`src/rtl/pipe_stage_chain.sv`:
```
// Parametrised valid+payload pipeline register chain with indexed hold/bubble and flush.
// Optional performance counters are enabled by defining PIPE_PERF_CNT_EN.
module pipe_stage_chain #(
    parameter int STAGES = 4,
    parameter int WIDTH  = 32,
    parameter int IDXW   = ($clog2(STAGES) < 1) ? 1 : $clog2(STAGES)
) (
    input  logic                      clk,
    input  logic                      rst,
    input  logic                      in_valid,
    input  logic [WIDTH-1:0]          in_data,
    output logic                      in_ready,
    input  logic                      hold_en,
    input  logic [IDXW-1:0]           hold_idx,
    input  logic                      flush_en,
    input  logic [IDXW-1:0]           flush_idx,
    output logic [STAGES-1:0]         stage_valid,
    output logic [STAGES*WIDTH-1:0]   stage_data,
    output logic                      out_valid,
    output logic [WIDTH-1:0]          out_data,
    output logic [31:0]               retired_cnt,
    output logic [31:0]               bubble_cnt,
    output logic [31:0]               killed_cnt
);

    logic [STAGES-1:0] valid_r;
    logic [STAGES-1:0] valid_nxt_s;
    logic [STAGES-1:0] src_valid_s;
    logic [STAGES-1:0] flush_hit_s;
    logic [STAGES-1:0] hold_hit_s;
    logic [STAGES-1:0] bubble_hit_s;
    logic [WIDTH-1:0]  data_r     [STAGES];
    logic [WIDTH-1:0]  data_nxt_s [STAGES];
    logic [WIDTH-1:0]  src_data_s [STAGES];
    logic [31:0]       flush_lim_s;
    logic [31:0]       hold_lim_s;

    assign flush_lim_s = 32'(flush_idx);
    assign hold_lim_s  = 32'(hold_idx);

    // Stage 0 is fed from the input port, every other stage from its younger neighbour.
    always_comb begin
        src_valid_s   = {valid_r[STAGES-2:0], in_valid};
        src_data_s[0] = in_data;
        for (int i = 1; i < STAGES; i++) begin
            src_data_s[i] = data_r[i-1];
        end
    end

    // Per-stage priority: flush, then hold, then bubble, then advance.
    always_comb begin
        valid_nxt_s = valid_r;
        for (int i = 0; i < STAGES; i++) begin
            flush_hit_s[i]  = flush_en && ($unsigned(i) <= flush_lim_s);
            hold_hit_s[i]   = hold_en && ($unsigned(i) < hold_lim_s);
            bubble_hit_s[i] = hold_en && ($unsigned(i) == hold_lim_s);
            data_nxt_s[i]   = data_r[i];
            if (flush_hit_s[i] || (!hold_hit_s[i] && bubble_hit_s[i])) begin
                valid_nxt_s[i] = 1'b0;
                data_nxt_s[i]  = {WIDTH{1'b0}};
            end else if (hold_hit_s[i]) begin
                valid_nxt_s[i] = valid_r[i];
                data_nxt_s[i]  = data_r[i];
            end else begin
                valid_nxt_s[i] = src_valid_s[i];
                data_nxt_s[i]  = src_valid_s[i] ? src_data_s[i] : {WIDTH{1'b0}};
            end
        end
    end

    // Stage registers.
    always_ff @(posedge clk) begin
        if (rst) begin
            valid_r <= {STAGES{1'b0}};
            for (int i = 0; i < STAGES; i++) begin
                data_r[i] <= {WIDTH{1'b0}};
            end
        end else begin
            valid_r <= valid_nxt_s;
            for (int i = 0; i < STAGES; i++) begin
                data_r[i] <= data_nxt_s[i];
            end
        end
    end

    assign in_ready    = ~rst & ~hold_en & ~flush_en;
    assign stage_valid = valid_r;
    assign out_valid   = valid_r[STAGES-1];
    assign out_data    = data_r[STAGES-1];

    for (genvar g = 0; g < STAGES; g++) begin : g_flat
        assign stage_data[g*WIDTH +: WIDTH] = data_r[g];
    end

`ifdef PIPE_PERF_CNT_EN
    logic [31:0] retired_r;
    logic [31:0] bubble_r;
    logic [31:0] killed_r;
    logic [31:0] killed_add_s;
    logic        retire_s;
    logic        bubble_s;

    // Count valid stages destroyed by this cycle's flush; bubble overlapped by flush is not counted.
    always_comb begin
        killed_add_s = 32'd0;
        for (int i = 0; i < STAGES; i++) begin
            if (flush_hit_s[i] && valid_r[i]) begin
                killed_add_s = killed_add_s + 32'd1;
            end else begin
                killed_add_s = killed_add_s;
            end
        end
        retire_s = valid_r[STAGES-1] & ~hold_hit_s[STAGES-1] & ~flush_hit_s[STAGES-1];
        bubble_s = hold_en && (hold_lim_s < 32'(STAGES)) &&
                   !(flush_en && (flush_lim_s >= hold_lim_s));
    end

    // Wrapping performance counters.
    always_ff @(posedge clk) begin
        if (rst) begin
            retired_r <= 32'd0;
            bubble_r  <= 32'd0;
            killed_r  <= 32'd0;
        end else begin
            retired_r <= retired_r + {31'd0, retire_s};
            bubble_r  <= bubble_r + {31'd0, bubble_s};
            killed_r  <= killed_r + killed_add_s;
        end
    end

    assign retired_cnt = retired_r;
    assign bubble_cnt  = bubble_r;
    assign killed_cnt  = killed_r;
`else
    assign retired_cnt = 32'd0;
    assign bubble_cnt  = 32'd0;
    assign killed_cnt  = 32'd0;
`endif

endmodule

```
`config.mk`:
```
export PLATFORM = sky130hd
export DESIGN_NAME = pipe_stage_chain
export DESIGN_NICKNAME = d
export VERILOG_FILES = /design/src/rtl/pipe_stage_chain.sv
export SDC_FILE = /design/constraint.sdc
export NUM_CORES = 1
export LEC_CHECK = 0
export ABC_AREA = 1
export CELL_PAD_IN_SITES_DETAIL_PLACEMENT = 1
export CELL_PAD_IN_SITES_GLOBAL_PLACEMENT = 1
export CORE_UTILIZATION = 28
export CTS_BUF_LIST = sky130_fd_sc_hd__clkbuf_4
export DETAILED_ROUTE_END_ITERATION = 6
export PLACE_DENSITY = 0.92
export SYNTH_ARGS = -nofsm -noshare
export SYNTH_HDL_FRONTEND = slang
export SYNTH_SLANG_ARGS = --single-unit
```
`constraint.sdc`:
```
create_clock -name clk -period 1.4 [get_ports clk]
set_clock_uncertainty 0.1 [all_clocks]
set_input_delay 0.28 -clock clk [delete_from_list [all_inputs] [get_ports clk]]
set_output_delay 0.28 -clock clk [all_outputs]
set_load 0.1 [all_outputs]
```
# Word level (Yosys, flattened, before mapping)
# Memories as Yosys holds them, arrays and structs flattened.
# Index checks and enable logic that the tools add are counted.
[classes] magnitude_cmp=8 n_eq_ne=3 muxes=19 bitwise_logic=9 n_reduce_logical=29
[ops] cell="$mux W32" count=16
[ops] cell="$logic_not A32 Y1" count=1
[ops] cell="$logic_and A1 B1 Y1" count=16
[ops] cell="$reduce_or A2 Y1" count=4
[ops] cell="$eq A2 B2 Y1 const A" count=2
[ops] cell="$le A1 B2 Y1 const A" count=2
[ops] cell="$le A2 B2 Y1 const A" count=2
[ops] cell="$logic_not A1 Y1" count=4
[ops] cell="$logic_or A1 B1 Y1" count=4
[ops] cell="$lt A1 B2 Y1 const A" count=2
[ops] cell="$lt A2 B2 Y1 const A" count=2
[ops] cell="$or A1 B1 Y1" count=4
[ops] cell="$mux W1" count=3
[ops] cell="$not A1 Y1" count=3
[ops] cell="$and A1 B1 Y1" count=2
[ops] cell="$eq A1 B2 Y1 const A" count=1
[word_totals] reg_bits=4 ramBits=128 in_bits=41 out_inout_bits=262 elab_cells=73 mem_count=1
[mem_list] memory="data_r" words=4 word_bits=32 read_ports=4 rd_ports_with_merged_regs=0 write_ports=4 line_no="32" rtl="logic [WIDTH-1:0] data_r [STAGES];"

# Longest topological paths before layout
# Gate-level depths: netlist (run 1).
[logic_depth] word_depth=7 mapped_depth=8 mapped_depth_nobuf=6

# Least setup slack after synthesis (run 1)
# Ideal clock, no wire load.
[synth_path] path_kind="in2out" start="in hold_en" end="out in_ready" arrival_ps=2720 required_ps=1020 path_slack_ps=-1700 path_stages=3 n_path_buf=2 cell_sequence="buf_2 -> buf_1 -> nor3_1"
[synth_between] elab_chain_cells=3
[synth_rtl] element="from (decl)" line_no="13" rtl="input logic hold_en,"
[synth_rtl] element="$not A1 Y1" line_no="86" rtl="assign in_ready = ~rst & ~hold_en & ~flush_en;"
[synth_rtl] element="$and A1 B1 Y1 (2 in a row)" line_no="86"
[synth_rtl] element="to (decl)" line_no="12" rtl="output logic in_ready,"
# Every way passes these cells.

==> impl_metrics.csv, run 1 <==
group,metric,value,unit
placement,place_hpwl,17.2,mm
status,status,"finished with violations",
timing,slew_viol_final,0,
die,dieHeight,153,um
power,p_leak,5.46,nW
logic_synthesis,synthArstFlopShare,0,
final_layout,area_growth,81.0,%
route,wire_per_inst,17.7,um
clocking,clkLatencyLatePin,0.57,ns
logic_synthesis,syn_inst,921,
grt,gr-total-overflow,0,
clocking,hold_buffers,0,
die,dieArea,23300,um2
setup_path,worstPathMaxFanout,2,
clocking,clkSlewWorstSetupHoldPaths,0.13,ns
setup_path,path_cells,"buf_12",
timing,setup_viol,165,
power,total_power,8.37,mW
timing,timing.fmax,652,MHz
clocking,cts_max_level,4,
setup_path,cp.arrival,1.15,ns
route,drt-pass1-iter-count,7,
clocking,cts_buffers,17,
setup_path,endpoint_kind,"output port",
placement,gp_congestion,0.735,
logic_synthesis,synth-edff-count,0,
setup_path,start_kind,"flop",
logic_synthesis,yosys_warnings,0,
final_layout,final_cells,1494,
die,rows,54,
clocking,cts_sinks,132,
clocking,cts_tree,"built",
die,die_x,153,um
grt,grt_use_total,0.227,
final_layout,drive_gt1_frac,0.391,
setup_path,path_buf_inv,1,
setup_path,cpPeakStageDelay,0.41,ns
placement,dp_cells,1350,
placement,portBuffers,206,
die,io_pins,303,
die,core-area,22000,um2
route,drcViolationCount,15,
setup_path,slowest_stage,"dfxtp_4",
grt,grt_pass1_wl,40.7,mm
logic_synthesis,syn_area,6350,um2
clocking,clockBufferDepth,2,
job,cap_violations,0,
route,routed_wl,26.4,mm
route,postRouteAntennaNets,0,
logic_synthesis,synth.ff_latch_count,132,
logic_synthesis,yosys-top-cells-count,"nand2_1 (268), dfxtp_1 (132), inv_1 (131), buf_4 (129), nand3_1 (71)",
timing,hold_viol,0,
status,violations,"design-rule violations, negative setup slack",
clocking,cts_root_buffer,"clkbuf_4",
grt,grt_start_max_net_pins,34,
route,vias,6451,
final_layout,nets,1239,
setup_path,cp_top_family,"flip-flops",
timing,rsz0062_at_grt,"true",
route,drt_iter0_markers,332,
setup_path,crit_type,"flop to output port",
logic_synthesis,ys_seq_area_frac,0.416,
logic_synthesis,ys_top_cells_by_area,"dfxtp_1 (42%), nand2_1 (16%), buf_4 (15%)",
route,viasPerCell,4.32,
logic_synthesis,yosys.cell_count.top_type,"nand2_1",
logic_synthesis,netlist-cell-type-count,19,
timing,fin_crit,1.53,ns
setup_path,cp.required,1.02,ns
grt,antenna_found_initial,4,
worst_hold_path,min_path_type,"input pin to flop",
timing,setup_ws,-0.134,ns
power,powerDensity,728,nW/um2
logic_synthesis,synth.largest_area_cell,"dfxtp_1",
die,initial_core_util,0.288,
logic_synthesis,synth_top_flop_cell,"dfxtp_1",
power,peakVddDrop,0.323,mV
logic_synthesis,synth_top_area_frac,0.416,
grt,grt_pass1_vias,7007,
logic_synthesis,synth_area_per_cell,6.90,um2
timing,fin_crit_sh,1.10,
worst min-delay path: cells and delay by family:
kind | cells | cell delay [ns]
simple gates | 2 | 0.11
buf+inv | 2 | 0.43
compound gates | 1 | 0.05
cell families after synthesis:
family / share of synthesized area
AND/OR/NAND/NOR: 0.288
buffers and inverters: 0.266
flip-flops: 0.416
AO/OA/AOI/OAI: 0.0290
other: 0.000590
final timing paths:
kind	cells after the start	slack [ns]	to	start
worst max-delay path	1	-0.13	stage_data[62]	data_r[1][30]
worst min-delay path	5	0.23	data_r[0][8]	in_data[8]
worst max register to register	5	0.09	data_r[1][10]	stage_valid[0]
worst min register to register	3	0.47	data_r[3][12]	data_r[2][12]
registers in the layout (all words and copies together), names as in the netlist:
register     flops
data_r         128
stage_valid      4
layout make-up:
class                   count  area, um2
diodes                      3       7.51
clock buffers              25        188
clock inverters             7        108
fillers                  2517      10500
inverters                 136        510
multi-input cells         573       2390
flip-flops and latches    132       3090
well taps                 280        350
repair buffers            338       4850
cells in the final DEF (no fill, tap or decap), types with 18 or more instances in the layout:
master	Yosys	layout
a21oi_1	33	33
and2_0	32	32
buf_12	0	176
buf_4	129	117
clkbuf_4	0	25
clkdlybuf4s50_1	0	37
conb_1	1	96
dfxtp_2	0	18
dfxtp_4	0	114
inv_1	131	131
nand2_1	268	268
nand3_1	71	71
nor2_1	67	67
what timing repair did:
| action | 4_1_cts | 5_1_grt |
|---|---|---|
| pin swaps | 1 | 1 |
| setup endpoints to repair | 166 | 188 |
| resized for setup | 115 | 11 |
| buffers inserted | 99 | 10 |
| hold endpoints to repair | 0 | 0 |
where the power goes:
| group | switching [mW] | total (mW) | internal (mW) |
|---|---|---|---|
| Sequential | 0.0286 | 3.60 | 3.57 |
| Combinational | 1.64 | 1.98 | 0.343 |
| Clock | 1.41 | 2.79 | 1.38 |
| Total | 3.08 | 8.37 | 5.29 |
per-layer routing:
layer | GRT usage | vias up | routed length, um
li1 | - | 3050 | -
met1 | 0.233 | 3066 | 9670
met2 | 0.421 | 245 | 13900
met3 | 0.0375 | 90 | 1180
met4 | 0.158 | 0 | 1670
met5 | 0 | - | 0
through the flow:
stage               setup TNS (ns)  hold slack, ns  setup slack (ns)  utilization  area [um2]
global route                -23.33           0.248            -0.186        0.522       11500
detailed placement          -50.75           0.362            -0.435        0.460       10100
global placement            -42.93           0.360            -0.350        0.460       10100
finish                      -15.27           0.232            -0.134        0.522       11500
floorplan                   -0.316           0.393            -0.316            -        6940
CTS                         -22.10           0.211            -0.163        0.517       11400
Power figures use the tool's default switching activity.
==> run 2, diff against run 1 <==
Settings changed: CORE_MARGIN from default to 4, CTS_CLUSTER_DIAMETER from default to 40.
==> impl_metrics.csv, run 2 (synthesized netlist as in run 1, its figures left out) <==
group,metric,value,unit
die,rows,54,
setup_path,path_buf_inv,1,
setup_path,worst-r2r-setup-slack,-0.17,ns
setup_path,cp_num_cells,1,
power,pwr-share-clk,0.302,
status,status,"finished with violations",
route,routed_wl,34.2,mm
setup_path,crit_type,"flop to output port",
route,drt-pass1-iter-count,5,
placement,place_hpwl,18.3,mm
route,wl_met3,1.92,mm
worst_hold_path,min_path_type,"input pin to flop",
grt,grt_pass1_vias,7217,
clocking,hold_buffers,0,
setup_path,timing.rr.end,"data_r[2][18]",
die,dieHeight,159,um
final_layout,drive_gt1_frac,0.458,
clocking,cts_buffers,17,
setup_path,worstRegToRegCells,10,
power,switching_share,0.397,
setup_path,cp.arrival,1.20,ns
die,core-area,22100,um2
final_layout,largest_register_ffs,128,
setup_path,critical_path.endpoint,"stage_data[38]",
power,intPower,4.87,mW
route,drt_iter0_markers,517,
final_layout,nets,1243,
final_layout,fin_area,11800,um2
timing,finalSetupTns,-21.78,ns
power,peakVddDrop,0.349,mV
final_layout,nFillCells,2505,
timing,fin_crit,1.58,ns
setup_path,slowest_stage,"dfxtp_4",
timing,setup_ws,-0.175,ns
final_layout,layout_common_cells,"nand2_1 (206), buf_12 (180), dfxtp_4 (120)",
worst_hold_path,min_path_cells,5,
placement,portBuffers,206,
power,powerDensity,685,nW/um2
timing,timing.fmax,635,MHz
final_layout,top_register,"data_r",
setup_path,cp.required,1.02,ns
placement,placed_area,10100,um2
die,initial_core_util,0.287,
clocking,cts_sinks,132,
final_layout,fin_util,0.534,
die,io_pins,303,
route,drcViolationCount,0,
clocking,clkLatencyLatePin,0.60,ns
timing,setup_viol,197,
route,wl_met1,12.5,mm
route,topRoutingLayerUsed,"met5",
job,cap_violations,0,
power,p_seq_frac,0.444,
setup_path,worstPathMaxFanout,2,
clocking,cts_tree,"built",
grt,grt_use_total,0.227,
final_layout,final_common_cell,"nand2_1",
timing,fin_crit_sh,1.13,
power,p_sw,3.21,mW
setup_path,cp-startpoint,"data_r[1][6]",
setup_path,cpPeakStageDelay,0.41,ns
route,vias,7083,
power,combPwrFrac,0.254,
status,violations,"negative setup slack",
route,postRouteAntennaNets,0,
clocking,clockBufferDepth,2,
clocking,cts_max_level,4,
setup_path,endpoint_kind,"output port",
power,p_leak,5.61,nW
route,dr_wl_met2,16.9,mm
final_layout,area_growth,85.7,%
grt,antenna_found_initial,3,
die,dieArea,25200,um2
route,wire_per_inst,22.8,um
setup_path,path_cells,"buf_12",
timing,slew_viol_final,0,
setup_path,reg2reg_from,"stage_valid[1]",
timing,hold_viol,0,
grt,grt_start_max_net_pins,34,
grt,gr-total-overflow,0,
timing,rsz0062_at_grt,"true",
grt,grt_pass1_wl,43.6,mm
clocking,cts_root_buffer,"clkbuf_4",
die,die_x,159,um
clocking,clkSlewWorstSetupHoldPaths,0.15,ns
route,viasPerCell,4.73,
placement,gp_congestion,0.763,
setup_path,cp_top_family,"flip-flops",
setup_path,start_kind,"flop",
run 2: worst reg2reg max path, stage by stage, from the launching register on:
cell and delay, ns:
dfxtp_4 0.39, buf_6 0.11, buf_6 0.12, clkbuf_16 0.16, clkbuf_16 0.17, nand2_2 0.07
inv_1 0.05, nand2_1 0.09, nand2_1 0.08, nand2_1 0.08, inv_1 0.06
run 2: what timing repair did:
| item | 4_1_cts | 5_1_grt |
|---|---|---|
| cloned | 0 | 3 |
| buffers inserted | 98 | 16 |
| gates resized for setup | 122 | 117 |
| endpoints found under the setup margin | 166 | 210 |
| pin swaps | 1 | 26 |
run 2: final cells by class:
class	instances	area (um2)	area share
sequential	132	3110	0.264
clock buffer	23	173	0.0146
inverter	136	510	0.0433
timing repair buffer	342	4990	0.423
antenna	3	7.51	0.000637
clock inverter	9	62.6	0.00530
tap	280	350	0.0297
multi-input combinational	573	2590	0.220
run 2: metrics by stage:
step	std cells	worst slack [ns]	hold WS (ns)	total power, mW
final	1498	-0.175	0.233	8.08
after global routing	1497	-0.204	0.230	8.34
after CTS	1476	-0.146	0.232	7.90
after detailed placement	1346	-0.508	0.366	5.74
after global placement	1346	-0.386	0.366	5.72
after floorplan	1016	-0.316	0.393	5.57
run 2: worst min path at each step:
| stage | endpoint | startpoint | slack (ns) |
|---|---|---|---|
| 2_1_floorplan | data_r[0][10] | in_data[10] | 0.39 |
| 3_3_place_gp | data_r[3][5] | data_r[2][5] | 0.37 |
| 3_5_place_dp | data_r[3][2] | data_r[2][2] | 0.37 |
| 4_1_cts | data_r[0][9] | in_data[9] | 0.23 |
| 5_1_grt | data_r[0][9] | in_data[9] | 0.23 |
| 6_report | data_r[0][29] | in_data[29] | 0.23 |
run 2: power by group through the flow:
stage,clock [mW],sequential [mW],combinational (mW)
after floorplan,0,3.98,1.59
after global placement,0,3.84,1.88
after detailed placement,0,3.84,1.90
after CTS,2.36,3.59,1.95
after global routing,2.64,3.59,2.10
final,2.44,3.59,2.05
run 2: routing by layer:
metal  vias to the layer above  track usage
li1                       3066            -
met5                         -            0
met2                       434        0.388
met1                      3413        0.249
met3                       168       0.0484
met4                         2        0.161
==> run 3, diff against run 2 <==
Settings changed: ABC_AREA 1 to 0, PLACE_DENSITY 0.92 to 0.93.
==> impl_metrics.csv, run 3 <==
group,metric,value,unit
final_layout,nets,972,
placement,gp_congestion,0.753,
timing,setup_ws,-0.105,ns
power,peakVddDrop,0.371,mV
timing,hold_viol,0,
logic_synthesis,netlist-cell-type-count,22,
clocking,cts_root_buffer,"clkbuf_4",
logic_synthesis,synth_area_per_cell,8.58,um2
clocking,clkSlewWorstSetupHoldPaths,0.14,ns
route,drt_iter0_markers,287,
placement,place_hpwl,15.9,mm
clocking,cts_max_level,4,
route,vias,5429,
grt,grt_use_total,0.209,
route,wire_per_inst,20.2,um
logic_synthesis,synth_fa_ha_area_frac,0,
clocking,clockBufferDepth,2,
logic_synthesis,synthSimpleGateAreaFrac,0.203,
setup_path,cp-startpoint,"data_r[1][8]",
status,status,"finished with violations",
logic_synthesis,synth-edff-count,0,
setup_path,cp.arrival,1.13,ns
grt,grt_pass1_wl,35.6,mm
setup_path,path_cells,"buf_12",
logic_synthesis,synth.largest_area_cell,"dfxtp_1",
final_layout,top_register,"data_r",
logic_synthesis,synth_top_area_frac,0.470,
logic_synthesis,synthArstFlopShare,0,
setup_path,critical_path.endpoint,"stage_data[40]",
setup_path,worstRegToRegCells,4,
power,total_power,7.95,mW
logic_synthesis,syn_inst,655,
timing,slew_viol_final,0,
die,die_x,150,um
route,drcViolationCount,0,
logic_synthesis,synth_compound_area_frac,0.114,
setup_path,reg2reg_from,"stage_valid[1]",
setup_path,worstPathMaxFanout,2,
worst_hold_path,min_path_type,"input pin to flop",
setup_path,path_buf_inv,1,
clocking,cts_buffers,17,
final_layout,drive_gt1_frac,0.529,
clocking,clkLatencyLatePin,0.54,ns
die,dieArea,22400,um2
logic_synthesis,synthMuxAreaShare,0,
power,p_leak,4.18,nW
clocking,hold_buffers,0,
setup_path,timing.rr.end,"data_r[2][5]",
final_layout,nFillCells,2079,
logic_synthesis,yosys-top-cells-count,"dfxtp_1 (132), buf_4 (129), nand2_1 (103), nand3_1 (97), a21oi_1 (70)",
clocking,cts_sinks,132,
route,postRouteAntennaNets,0,
timing,hold_slack,0.210,ns
die,initial_core_util,0.287,
timing,fin_crit,1.51,ns
setup_path,slowest_stage,"dfxtp_4",
route,routed_wl,24.4,mm
status,violations,"negative setup slack",
logic_synthesis,yosys.cell_count.top_type,"dfxtp_1",
final_layout,largest_register_ffs,128,
placement,portBuffers,206,
final_layout,layout_common_cells,"buf_12 (176), buf_4 (120), dfxtp_4 (109)",
grt,gr-total-overflow,0,
setup_path,crit_type,"flop to output port",
die,io_pins,303,
logic_synthesis,yosys_warnings,0,
timing,rsz0062_at_grt,"true",
clocking,cts_tree,"built",
die,rows,51,
setup_path,start_kind,"flop",
route,drt-pass1-iter-count,4,
final_layout,final_common_cell,"buf_12",
timing,timing.fmax,664,MHz
logic_synthesis,ys_seq_area_frac,0.470,
setup_path,cp.required,1.02,ns
logic_synthesis,synth.ff_latch_count,132,
grt,antenna_found_initial,1,
final_layout,fin_util,0.545,
setup_path,cpPeakStageDelay,0.41,ns
timing,setup_viol,166,
logic_synthesis,syn_area,5620,um2
logic_synthesis,yosys.area_share.xor_xnor,0,
die,dieHeight,150,um
setup_path,cp_num_cells,1,
grt,grt_start_max_net_pins,34,
worst_hold_path,min_path_cells,4,
grt,grt_pass1_vias,5766,
job,cap_violations,0,
final_layout,area_growth,90.0,%
route,viasPerCell,4.49,
setup_path,cp_top_family,"flip-flops",
logic_synthesis,synth_top_flop_cell,"dfxtp_1",
logic_synthesis,synth_top_family_by_area,"buffers and inverters",
die,core-area,19600,um2
power,powerDensity,744,nW/um2
setup_path,worst-r2r-setup-slack,0.08,ns
timing,fin_crit_sh,1.08,
setup_path,endpoint_kind,"output port",
logic_synthesis,ys_top_cells_by_area,"dfxtp_1 (47%), buf_4 (17%), nand3_1 (8.6%)",
## run 3: changes by cell type after synthesis, moves of 32 or more
cell and delta:
and2_1 +33, nor2_1 -67, inv_1 -131, nand2_1 -165
a21oi_1 +37, and2_0 -32
## run 3: how the worst min path moves through the flow
stage / start / to / slack [ns]
floorplan: in_data[0] / data_r[0][0] / 0.34
global placement: data_r[1][20] / data_r[1][20] / 0.37
detailed placement: data_r[0][0] / data_r[0][0] / 0.38
CTS: in_data[7] / data_r[0][7] / 0.16
global route: in_data[8] / data_r[0][8] / 0.16
finish: rst / data_r[0][6] / 0.21
## run 3: final cells by class
class                      count  area (um2)  area share
clock buffer                  18         135      0.0127
multi-input combinational    441        2160       0.203
sequential                   132        3080       0.288
clock inverter                14         108      0.0101
tap                          265         332      0.0310
timing repair buffer         339        4860       0.455
antenna                        1        2.50    0.000234
## run 3: cell families (layout without fill, tap and decap cells)
group,after synthesis,in the layout
buffers and inverters,177,371
other,1,97
AOI/OAI and AO/OA,104,104
DFF,132,132
and+or+nand+nor,241,241
## run 3: report_power, final
part	switching [mW]	internal [mW]	leakage, nW
logic	1.63	0.335	2.87
registers	0.0287	3.58	1.16
clock network	1.49	0.891	0.144
## run 3: layer usage
metal  track usage  vias to the layer above  wire, um
met4         0.114                        0      1270
met1         0.223                     2612      8720
met2         0.389                      261     13100
met3        0.0360                       71      1330
li1              -                     2485         -
met5             0                        -         0
## run 3: through the flow
step	setup TNS, ns	instances	worst slack (ns)	cell area (um2)
after floorplan	-0.115	750	-0.115	6220
after global placement	-48.82	1074	-0.434	9420
after detailed placement	-56.90	1074	-0.567	9420
after CTS	-21.03	1197	-0.162	10500
after global routing	-23.30	1210	-0.193	10700
final	-10.02	1210	-0.105	10700
## run 3: timing repair
item,CTS,global route
gates resized for setup,106,12
setup endpoints to repair,166,169
cloned,0,1
pin swaps,1,1
setup buffers,92,11
